[src/rtl/spi_display_master_if.sv]
// Write-request and SPI pin bundle for spi_display_master.
// The master modport belongs to the SPI master block; the slave modport belongs to the request feeder.
interface spi_display_master_if #(
  parameter int unsigned FIFO_DEPTH = 4
);
  logic                          wr_valid_i;
  logic                          wr_ready_o;
  logic [3:0]                    wr_addr_i;
  logic [7:0]                    wr_data_i;
  logic [$clog2(FIFO_DEPTH):0]   fifo_count_o;
  logic                          busy_o;
  logic                          err_o;
  logic                          spi_sclk_o;
  logic                          spi_ss_o;
  logic                          spi_mosi_o;

  modport master (
    input  wr_valid_i, wr_addr_i, wr_data_i,
    output wr_ready_o, fifo_count_o, busy_o, err_o, spi_sclk_o, spi_ss_o, spi_mosi_o
  );

  modport slave (
    output wr_valid_i, wr_addr_i, wr_data_i,
    input  wr_ready_o, fifo_count_o, busy_o, err_o, spi_sclk_o, spi_ss_o, spi_mosi_o
  );
endinterface

[src/rtl/spi_display_master.sv]
// Queues display register writes and sends each one as a 16-bit SPI frame {4'b0001, addr, data}.
// Defining SPI_DISPLAY_ADDR_FILTER_EN drops writes to addresses above 9 and pulses err_o.
module spi_display_master #(
  parameter int unsigned CLK_DIV    = 4,
  parameter int unsigned FIFO_DEPTH = 4,
  parameter int unsigned GAP_CYCLES = 8
) (
  input logic                  clock_i,
  input logic                  rst_i,
  spi_display_master_if.master bus
);
  localparam int unsigned PtrW  = $clog2(FIFO_DEPTH);
  localparam int unsigned CntW  = PtrW + 1;
  localparam int unsigned HcMax = (CLK_DIV > GAP_CYCLES) ? CLK_DIV : GAP_CYCLES;
  localparam int unsigned HcW   = $clog2(HcMax);
  localparam logic [HcW-1:0]  DivLast = HcW'(CLK_DIV - 1);
  localparam logic [HcW-1:0]  GapLast = HcW'(GAP_CYCLES - 1);
  localparam logic [CntW-1:0] Full    = CntW'(FIFO_DEPTH);

  typedef enum logic [2:0] {StIdle, StSetup, StLow, StHigh, StHold, StGap} state_e;

  logic [11:0]     mem_q [FIFO_DEPTH];
  logic [PtrW-1:0] wr_ptr_q, rd_ptr_q;
  logic [CntW-1:0] count_q, count_d;
  logic            push, enq, pop, err_d, err_q;

  state_e          state_q, state_d;
  logic [HcW-1:0]  hc_q, hc_d;
  logic [3:0]      bi_q, bi_d;
  logic [15:0]     frame_q, frame_d;
  logic            sclk_q, sclk_d, ss_q, ss_d, mosi_q, mosi_d;

  assign bus.wr_ready_o = (count_q != Full);
  assign push           = bus.wr_valid_i && bus.wr_ready_o;
  assign pop            = (state_q == StIdle) && (count_q != '0);

`ifdef SPI_DISPLAY_ADDR_FILTER_EN
  // Out-of-range writes complete the handshake but never reach the queue.
  assign enq   = push && (bus.wr_addr_i <= 4'd9);
  assign err_d = push && (bus.wr_addr_i > 4'd9);
`else
  assign enq   = push;
  assign err_d = 1'b0;
`endif

  assign count_d = count_q + CntW'(enq) - CntW'(pop);

  always_ff @(posedge clock_i) begin
    if (rst_i) begin
      wr_ptr_q <= '0;
      rd_ptr_q <= '0;
      count_q  <= '0;
      err_q    <= 1'b0;
    end else begin
      if (enq) wr_ptr_q <= wr_ptr_q + PtrW'(1);
      if (pop) rd_ptr_q <= rd_ptr_q + PtrW'(1);
      count_q <= count_d;
      err_q   <= err_d;
    end
  end

  always_ff @(posedge clock_i) begin
    if (enq) mem_q[wr_ptr_q] <= {bus.wr_addr_i, bus.wr_data_i};
  end

  // State and registered SPI pins; pins are loaded from the next-state decode.
  always_ff @(posedge clock_i) begin
    if (rst_i) begin
      state_q <= StIdle;
      hc_q    <= '0;
      bi_q    <= '0;
      frame_q <= '0;
      sclk_q  <= 1'b1;
      ss_q    <= 1'b1;
      mosi_q  <= 1'b1;
    end else begin
      state_q <= state_d;
      hc_q    <= hc_d;
      bi_q    <= bi_d;
      frame_q <= frame_d;
      sclk_q  <= sclk_d;
      ss_q    <= ss_d;
      mosi_q  <= mosi_d;
    end
  end

  always_comb begin
    state_d = state_q;
    hc_d    = hc_q;
    bi_d    = bi_q;
    frame_d = frame_q;
    unique case (state_q)
      StIdle: begin
        if (pop) begin
          frame_d = {4'b0001, mem_q[rd_ptr_q]};
          bi_d    = 4'd15;
          hc_d    = '0;
          state_d = StSetup;
        end
      end
      StSetup: begin
        if (hc_q == DivLast) begin
          hc_d    = '0;
          state_d = StLow;
        end else begin
          hc_d = hc_q + HcW'(1);
        end
      end
      StLow: begin
        if (hc_q == DivLast) begin
          hc_d    = '0;
          state_d = StHigh;
        end else begin
          hc_d = hc_q + HcW'(1);
        end
      end
      StHigh: begin
        if (hc_q == DivLast) begin
          hc_d = '0;
          if (bi_q == 4'd0) begin
            state_d = StHold;
          end else begin
            bi_d    = bi_q - 4'd1;
            state_d = StLow;
          end
        end else begin
          hc_d = hc_q + HcW'(1);
        end
      end
      StHold: begin
        if (hc_q == DivLast) begin
          hc_d    = '0;
          state_d = StGap;
        end else begin
          hc_d = hc_q + HcW'(1);
        end
      end
      StGap: begin
        if (hc_q == GapLast) begin
          hc_d    = '0;
          state_d = StIdle;
        end else begin
          hc_d = hc_q + HcW'(1);
        end
      end
      default: state_d = StIdle;
    endcase
  end

  // mosi follows bi_d, so it moves on the first LOW cycle and is frozen through HIGH and HOLD.
  always_comb begin
    sclk_d = 1'b1;
    ss_d   = 1'b1;
    mosi_d = 1'b1;
    case (state_d)
      StSetup: begin
        ss_d   = 1'b0;
        mosi_d = frame_d[15];
      end
      StLow: begin
        ss_d   = 1'b0;
        sclk_d = 1'b0;
        mosi_d = frame_d[bi_d];
      end
      StHigh, StHold: begin
        ss_d   = 1'b0;
        mosi_d = frame_d[bi_d];
      end
      default: ;
    endcase
  end

  assign bus.fifo_count_o = count_q;
  assign bus.busy_o       = (count_q != '0) || (state_q != StIdle);
  assign bus.err_o        = err_q;
  assign bus.spi_sclk_o   = sclk_q;
  assign bus.spi_ss_o     = ss_q;
  assign bus.spi_mosi_o   = mosi_q;
endmodule

[src/flat_wrapper.sv]
// flat-port wrapper written by rule: the top's interface ports become plain ports
module spi_display_master_flat 
#(
  parameter int unsigned CLK_DIV    = 4,
  parameter int unsigned FIFO_DEPTH = 4,
  parameter int unsigned GAP_CYCLES = 8
)
  (clock_i, rst_i, bus_wr_valid_i, bus_wr_addr_i, bus_wr_data_i, bus_wr_ready_o, bus_fifo_count_o, bus_busy_o, bus_err_o, bus_spi_sclk_o, bus_spi_ss_o, bus_spi_mosi_o);
  spi_display_master_if #(.FIFO_DEPTH(FIFO_DEPTH)) bus_i ();
  input logic clock_i;
  input logic rst_i;
  input wire logic [$bits(bus_i.wr_valid_i)-1:0] bus_wr_valid_i;
  input wire logic [$bits(bus_i.wr_addr_i)-1:0] bus_wr_addr_i;
  input wire logic [$bits(bus_i.wr_data_i)-1:0] bus_wr_data_i;
  output wire logic [$bits(bus_i.wr_ready_o)-1:0] bus_wr_ready_o;
  output wire logic [$bits(bus_i.fifo_count_o)-1:0] bus_fifo_count_o;
  output wire logic [$bits(bus_i.busy_o)-1:0] bus_busy_o;
  output wire logic [$bits(bus_i.err_o)-1:0] bus_err_o;
  output wire logic [$bits(bus_i.spi_sclk_o)-1:0] bus_spi_sclk_o;
  output wire logic [$bits(bus_i.spi_ss_o)-1:0] bus_spi_ss_o;
  output wire logic [$bits(bus_i.spi_mosi_o)-1:0] bus_spi_mosi_o;
  assign bus_i.wr_valid_i = bus_wr_valid_i;
  assign bus_i.wr_addr_i = bus_wr_addr_i;
  assign bus_i.wr_data_i = bus_wr_data_i;
  assign bus_wr_ready_o = bus_i.wr_ready_o;
  assign bus_fifo_count_o = bus_i.fifo_count_o;
  assign bus_busy_o = bus_i.busy_o;
  assign bus_err_o = bus_i.err_o;
  assign bus_spi_sclk_o = bus_i.spi_sclk_o;
  assign bus_spi_ss_o = bus_i.spi_ss_o;
  assign bus_spi_mosi_o = bus_i.spi_mosi_o;
  spi_display_master #(.CLK_DIV(CLK_DIV), .FIFO_DEPTH(FIFO_DEPTH), .GAP_CYCLES(GAP_CYCLES)) u_core (.clock_i(clock_i), .rst_i(rst_i), .bus(bus_i));
endmodule
[config.mk]
export PLATFORM = sky130hd
export DESIGN_NAME = spi_display_master_flat
export DESIGN_NICKNAME = d
export VERILOG_FILES = /design/src/rtl/spi_display_master_if.sv /design/src/rtl/spi_display_master.sv /design/src/flat_wrapper.sv
export SDC_FILE = /design/constraint.sdc
export NUM_CORES = 1
export LEC_CHECK = 0
export ABC_AREA = 1
export ABC_CLOCK_PERIOD_IN_PS = 2760
export CAP_MARGIN = 10
export CORE_UTILIZATION = 45
export DETAILED_ROUTE_END_ITERATION = 12
export PLACE_DENSITY_LB_ADDON = 0.25
export SYNTH_ARGS = -nofsm -noshare
export SYNTH_HDL_FRONTEND = slang
export SYNTH_SLANG_ARGS = --single-unit
[constraint.sdc]
create_clock -name clock_i -period 2.76 [get_ports clock_i]
set_input_delay 0.552 -clock clock_i [delete_from_list [all_inputs] [get_ports clock_i]]
set_output_delay 0.552 -clock clock_i [all_outputs]
set_load 0.005 [all_outputs]
# ---- After elaboration in Yosys (flattened, before gate mapping)
# Memories as Yosys holds them, arrays and structs flattened. A register that Yosys moved wholly into a read port is not among the register bits.
# Index checks and enable logic that the tools add are counted.
dict set report totals {
  regBits 36
  ram_bits 48
  inputBits 15
  output_inout_bits 9
  word_cells 70
  mem_count 1
}
# name depth word_bits rd rd_ports_with_merged_regs write_ports line
set memory_table {}
lappend memory_table {u_core.mem_q 4 12 1 1 1 spi_display_master.sv:22} ;# logic [11:0] mem_q [FIFO_DEPTH];
dict set report op_classes {
  n_addsub 6
  n_lt_le_gt_ge 1
  n_eq_ne 13
  mux 27
  reduce_logical 12
}
# cell n
set ops {}
lappend ops {{2-to-1 mux 16 bit} 2}
lappend ops {{2-to-1 mux 3 bit} 10}
lappend ops {{one-hot mux 3 bit (6 select lines)} 1}
lappend ops {{equality test 3 x 2 -> 1 bit, second input constant} 5}
lappend ops {{equality test 3 bit, second input constant} 4}
lappend ops {{2-to-1 mux 4 bit} 3}
lappend ops {{one-hot mux 3 bit (3 select lines)} 1}
lappend ops {{nonzero test 3 bit} 3}
lappend ops {{one-hot mux 4 bit (2 select lines)} 1}
lappend ops {{OR reduction 4 bit} 2}
lappend ops {{equality test 3 x 1 -> 1 bit, second input constant} 2}
lappend ops {{less-than comparator 4 x 5 -> 1 bit, second input constant} 1}
lappend ops {{2-to-1 mux 1 bit} 5}
lappend ops {{adder 2 x 1 -> 2 bit, second input constant} 2}
lappend ops {{binary-select mux 1 bit (select 4 bit)} 1}
lappend ops {{zero test 4 bit} 1}
lappend ops {{2-to-1 mux 2 bit} 2}
lappend ops {{subtractor 4 x 1 -> 4 bit, second input constant} 1}
lappend ops {{adder 3 x 1 -> 3 bit} 1}
lappend ops {{adder 3 x 1 -> 3 bit, second input constant} 1}
lappend ops {{zero test 3 bit} 1}
lappend ops {{!= test 3 bit, second input constant} 1}
lappend ops {{OR reduction 3 bit} 1}
lappend ops {{subtractor 3 x 1 -> 3 bit} 1}
lappend ops {{5 further kinds} 6}

# ---- Depth between registers and ports, before layout
dict set report depth {
  word_depth 7
  depth_mapped 14
  ltp_nobuf 14
}

# ---- Least setup slack after synthesis
# Ideal clock, no wire load.
dict set report synth_timing {
  path_type {reg2reg}
  startpoint {register u_core.count_q[1], in the netlist u_core.bus.fifo_count_o[1]}
  endpoint {register u_core.count_q[2], in the netlist u_core.bus.fifo_count_o[2]}
  setup_time_ps 70
  arrival_time_ps 2051
  t_required_ps 2690
  setup_slack_ps 639
  path_stages_with_launch 14
  synth_period_minus_slack_ps 2121
  cell_sequence {dfxtp_1 inv_1 nand2_1 inv_1 nor2_8 buf_4 ha_1 inv_1 ha_1 inv_1 fa_1 inv_1 o21ai_0 a21oi_1}
}
dict set report synth_between {
  elab_cells_between_ends 6
}
# item line
set synth_rtl {}
lappend synth_rtl {{from (decl)} spi_display_master.sv:24} ;# logic [CntW-1:0] count_q, count_d;
lappend synth_rtl {{from (signal assigned)} spi_display_master.sv:57} ;# count_q <= count_d;
lappend synth_rtl {{nonzero test 3 bit} spi_display_master.sv:35} ;# assign pop = (state_q == StIdle) && (count_q != '0);
lappend synth_rtl {{logical AND 1 bit} spi_display_master.sv:35}
lappend synth_rtl {{via u_core.pop} spi_display_master.sv:25} ;# logic push, enq, pop, err_d, err_q;
lappend synth_rtl {{subtractor 3 x 1 -> 3 bit} spi_display_master.sv:46} ;# assign count_d = count_q + CntW'(enq) - CntW'(pop);
# The timed path passes the listed nets, and every way through them passes these cells.
# A chain may end at the register's enable or synchronous reset.

# ---- Worst setup path in the final report
dict set report layout_timing {
  startpoint {register u_core.count_q[1], in the netlist u_core.bus.fifo_count_o[1]}
  endpoint {output bus_busy_o}
}
dict set report layout_between {
  elab_chain_len 2
}
# item line
set layout_lines {}
lappend layout_lines {{nonzero test 3 bit} spi_display_master.sv:174} ;# assign bus.busy_o = (count_q != '0) || (state_q != StIdle);
lappend layout_lines {{logical OR 1 bit} spi_display_master.sv:174}
lappend layout_lines {{to (decl)} flat_wrapper.sv:17} ;# output wire logic [$bits(bus_i.busy_o)-1:0] bus_busy_o;
# Every way passes these cells.

==> results.md <==
* Detailed Route Iter0 Violations at roughly 140
* Reg-to-reg slack, setup at ~0.65 ns
* Critical path required time at around 2.2 ns
* DRT Wirelength at 7.45 mm
* Run status: finished, final reports clean
* Gate Count Post-Synth at around 430
* Buffer count from post-CTS setup fixing at 0
* Critical path buffer and inverter count at 3
* RSZ-0062 raised after global routing: no
* Area contributors post-synth: sky130_fd_sc_hd__edfxtp_1 (36%), sky130_fd_sc_hd__dfxtp_1 (19%), sky130_fd_sc_hd__nand2_1 (8.6%)
* Core Region at around 0.0084 sq mm
* Final-report hold violation count at 0
* Category of cells accounting for the largest share of critical-path delay: buffers and inverters
* Crit end category: output pin
* Ratio of total power to cell area at approximately 1000 mW/mm^2
* Mapped Nets at 461
* Count of final setup violators at 0
* Clk pin slew, worst setup/hold paths at around 0.080 ns
* Avg Vias per Cell at approximately 5.0
* Warnings, synthesis at 0
* Critical Path Start Type: register
* Post-synthesis register bit count at 86
* Cts bufs inserted at 9
* Avg Synthesized Cell Area at 9.17 sq um
* Residual overflow from global routing at 0
* Actual transition at the worst max-transition pin at about 0.72 ns
* Dominant register cell in the synthesized netlist: sky130_fd_sc_hd__edfxtp_1
* Post-synthesis cell type with the largest combined area: sky130_fd_sc_hd__edfxtp_1
* WS Path Type: reg -> out
* Maximum number of pins on one net before global-route repair at 25
* Routability Congestion at about 0.83
* Std-Cell Rows at 33
* Clock sinks at 86
* Path type of the worst min-delay path: reg -> reg
* Filler Cell Count at approximately 770
* Cell count of the worst hold path at 2
* Global-route wire length before repair at 12.6 mm
* IO Port Bufs at 22
* Overall die area at between 0.009 and 0.01 sq mm
* Placed cell count at approximately 550
* Effective utilization at floorplan at 47.4%
* Chip Height at about 96 microns
* Boundary pin count at 24
* Post-cts repair resize count at 0
* Cell with the largest stage delay on the worst path: sky130_fd_sc_hd__clkdlybuf4s50_1
* Number of remaining DRC errors at 0
* Reg-to-reg endpoint: u_core.bus.fifo_count_o[2]
* Part of the cycle the worst path needs at a little under nine tenths
* Fraction of synthesized cell area taken by the top area cell type at between 30% and 40%
* Inserted Diodes at 0
* Hold Buf Count CTS at 0
* Root Driver: sky130_fd_sc_hd__clkbuf_8
* Worst slew margin relative to its limit at 52.2%
* Worst clock skew at approximately 0.0097 ns
* Distinct cells, synth at 38
* Worst Hold Launch: u_core.frame_q[13]
* Number of non-filler instances in the completed layout at 570
* Overall track demand over capacity in global routing at between 10% and 20%
* Via count of the routed design at between 2000 and 3000
* Maxcap violations at 0
* Leakage at about 0.0018 uW
* Register area share after synthesis at a little under three fifths
* Largest fanout on the critical path at 4
* Hold worst-path end: u_core.frame_q[13]
* Delay of the slowest cell on the worst path at ~0.5 ns
* Number of enable-type register cells in the synthesized netlist at 48
* Data arrival time of the critical path at approximately 1.8 ns
* Vias in the first global route at between 2000 and 3000
* Post-layout minimum cycle time at ~2.4 ns
* Clock latency on the worst-skew pair at 0.35 ns
* Leading cell types in the layout, fill and taps excluded: sky130_fd_sc_hd__nand2_1 (91), sky130_fd_sc_hd__nand3_1 (63), sky130_fd_sc_hd__inv_1 (48), sky130_fd_sc_hd__edfxtp_1 (48), sky130_fd_sc_hd__nor2_1 (39)
* Worst-path cell chain: inv_1, nand2_1, inv_1, nand2_1, clkdlybuf4s50_1
* Average wire length per cell after detail routing at roughly 13 microns
* Count of pins over their slew limit at 0
* Synthesized area at between 0.003 and 0.004 sq mm
* Async set-reset flop share out of synthesis at 0%
* Worst r2r path cells at 12
* Maximum ir drop on the vdd rail at a little over 400 uV
* Fraction of final layout cells with drive strength greater than 1 at approximately an eighth
* Achievable clock frequency at 0.424 GHz
* Antenna violations before repair at 0
* Final #Nets at roughly 490
* Deepest clock path buffer count at 2
* Startpoint of the worst-slack reg-to-reg timing path: u_core.bus.fifo_count_o[1]
* Commonest non-fill, non-tap cell in the layout: sky130_fd_sc_hd__nand2_1
* Total half-perimeter wirelength after legalization and detailed placement at just over 5 mm
* Post-DRT Antenna Nets at 0
* Sum of negative setup slack at 0 ns
* P&R area growth vs syn at 13.3%
* CTS tree: yes
* TritonRoute pass-1 iters at 5
* Clock H-tree levels at 3
* Width of the chip at between 90 and 100 microns
per-stage QoR:
stage / instance area (sq um) / hold WS, ns / setup WS, ns / utilization (%) / power [uW]
final: 4500 / 0.444 / 0.402 / 53.7 / 4720
after floorplan: 3970 / 0.416 / 0.639 / - / 3410
after CTS: 4500 / 0.451 / 0.368 / 53.7 / 4770
after detailed placement: 4300 / 0.438 / 0.570 / 51.3 / 3890
after global placement: 4300 / 0.435 / 0.667 / 51.3 / 3840
after global routing: 4500 / 0.486 / 0.274 / 53.7 / 5140
report_power, final:
part	total (uW)	leakage, uW	internal [uW]	switching (uW)
clock	872	0.000104	440	433
combinational	2110	0.000975	746	1370
sequential	1740	0.000752	1620	116
flip-flops by register name, indices dropped and copies added (netlist names), named ones only:
name	cells
u_core.state_q	3
u_core.frame_q	16
u_core.bus.spi_mosi_o	1
u_core.bus.spi_ss_o	1
u_core.mem_q	48
u_core.bi_q	4
u_core.bus.spi_sclk_o	1
u_core.rd_ptr_q	2
u_core.bus.fifo_count_o	3
u_core.wr_ptr_q	2
u_core.hc_q	3
worst min-delay path: cells and delay by family (launching register included):
family / cells / cell delay (ns)
DFF: 1 / 0.30
and+or+nand+nor: 2 / 0.11
final cells by class:
class,instances,area (sq um),share of cell area (%)
multi-input cells,277,1480,32.8
clock buffers,10,138,3.06
inverters,56,210,4.67
repair buffers,30,280,6.23
clock inverters,6,61.3,1.36
well taps,105,131,2.92
flip-flops and latches,86,2200,48.9
logic make-up (layout without fill, tap and decap cells):
| kind of cell | Yosys count | in the layout | synth area share [%] |
|---|---|---|---|
| flops | 86 | 86 | 55.4 |
| buf+inv | 70 | 102 | 7.37 |
| fa+ha+maj | 13 | 13 | 4.28 |
| simple gates | 219 | 219 | 26.3 |
| compound gates | 43 | 43 | 6.27 |
| xor+xnor | 1 | 1 | 0.221 |
| other cells | 1 | 1 | 0.0944 |
how the worst max path moves through the flow:
stage                                       to                  startpoint  cells after the start  slack [ns]
CTS                                 bus_busy_o  u_core.bus.fifo_count_o[1]                      5        0.37
global placement    u_core.bus.fifo_count_o[2]              bus_wr_valid_i                      9        0.67
detailed placement  u_core.bus.fifo_count_o[2]              bus_wr_valid_i                      9        0.57
global route                        bus_busy_o  u_core.bus.fifo_count_o[1]                      5        0.27
finish                              bus_busy_o  u_core.bus.fifo_count_o[1]                      5        0.40
floorplan           u_core.bus.fifo_count_o[2]  u_core.bus.fifo_count_o[1]                     13        0.64
cells in the mapped netlist, drive strengths merged (3+ instances only):
| cell | number |
|---|---|
| edfxtp | 48 |
| nand3 | 68 |
| clkbuf | 5 |
| nor2 | 45 |
| o21ai | 19 |
| dfxtp | 38 |
| buf | 9 |
| inv | 56 |
| nor3 | 3 |
| nand2 | 98 |
| ha | 12 |
| a21oi | 19 |
layer usage:
layer / global-route usage (%) / share of wire (%) / routed length [microns]
met4: 6.59 / 1.2 / 90
met2: 29.8 / 48 / 3570
met1: 23.6 / 47 / 3520
met5: 0 / 0 / 0
met3: 3.87 / 3.6 / 265
Power figures use the tool's default switching activity.
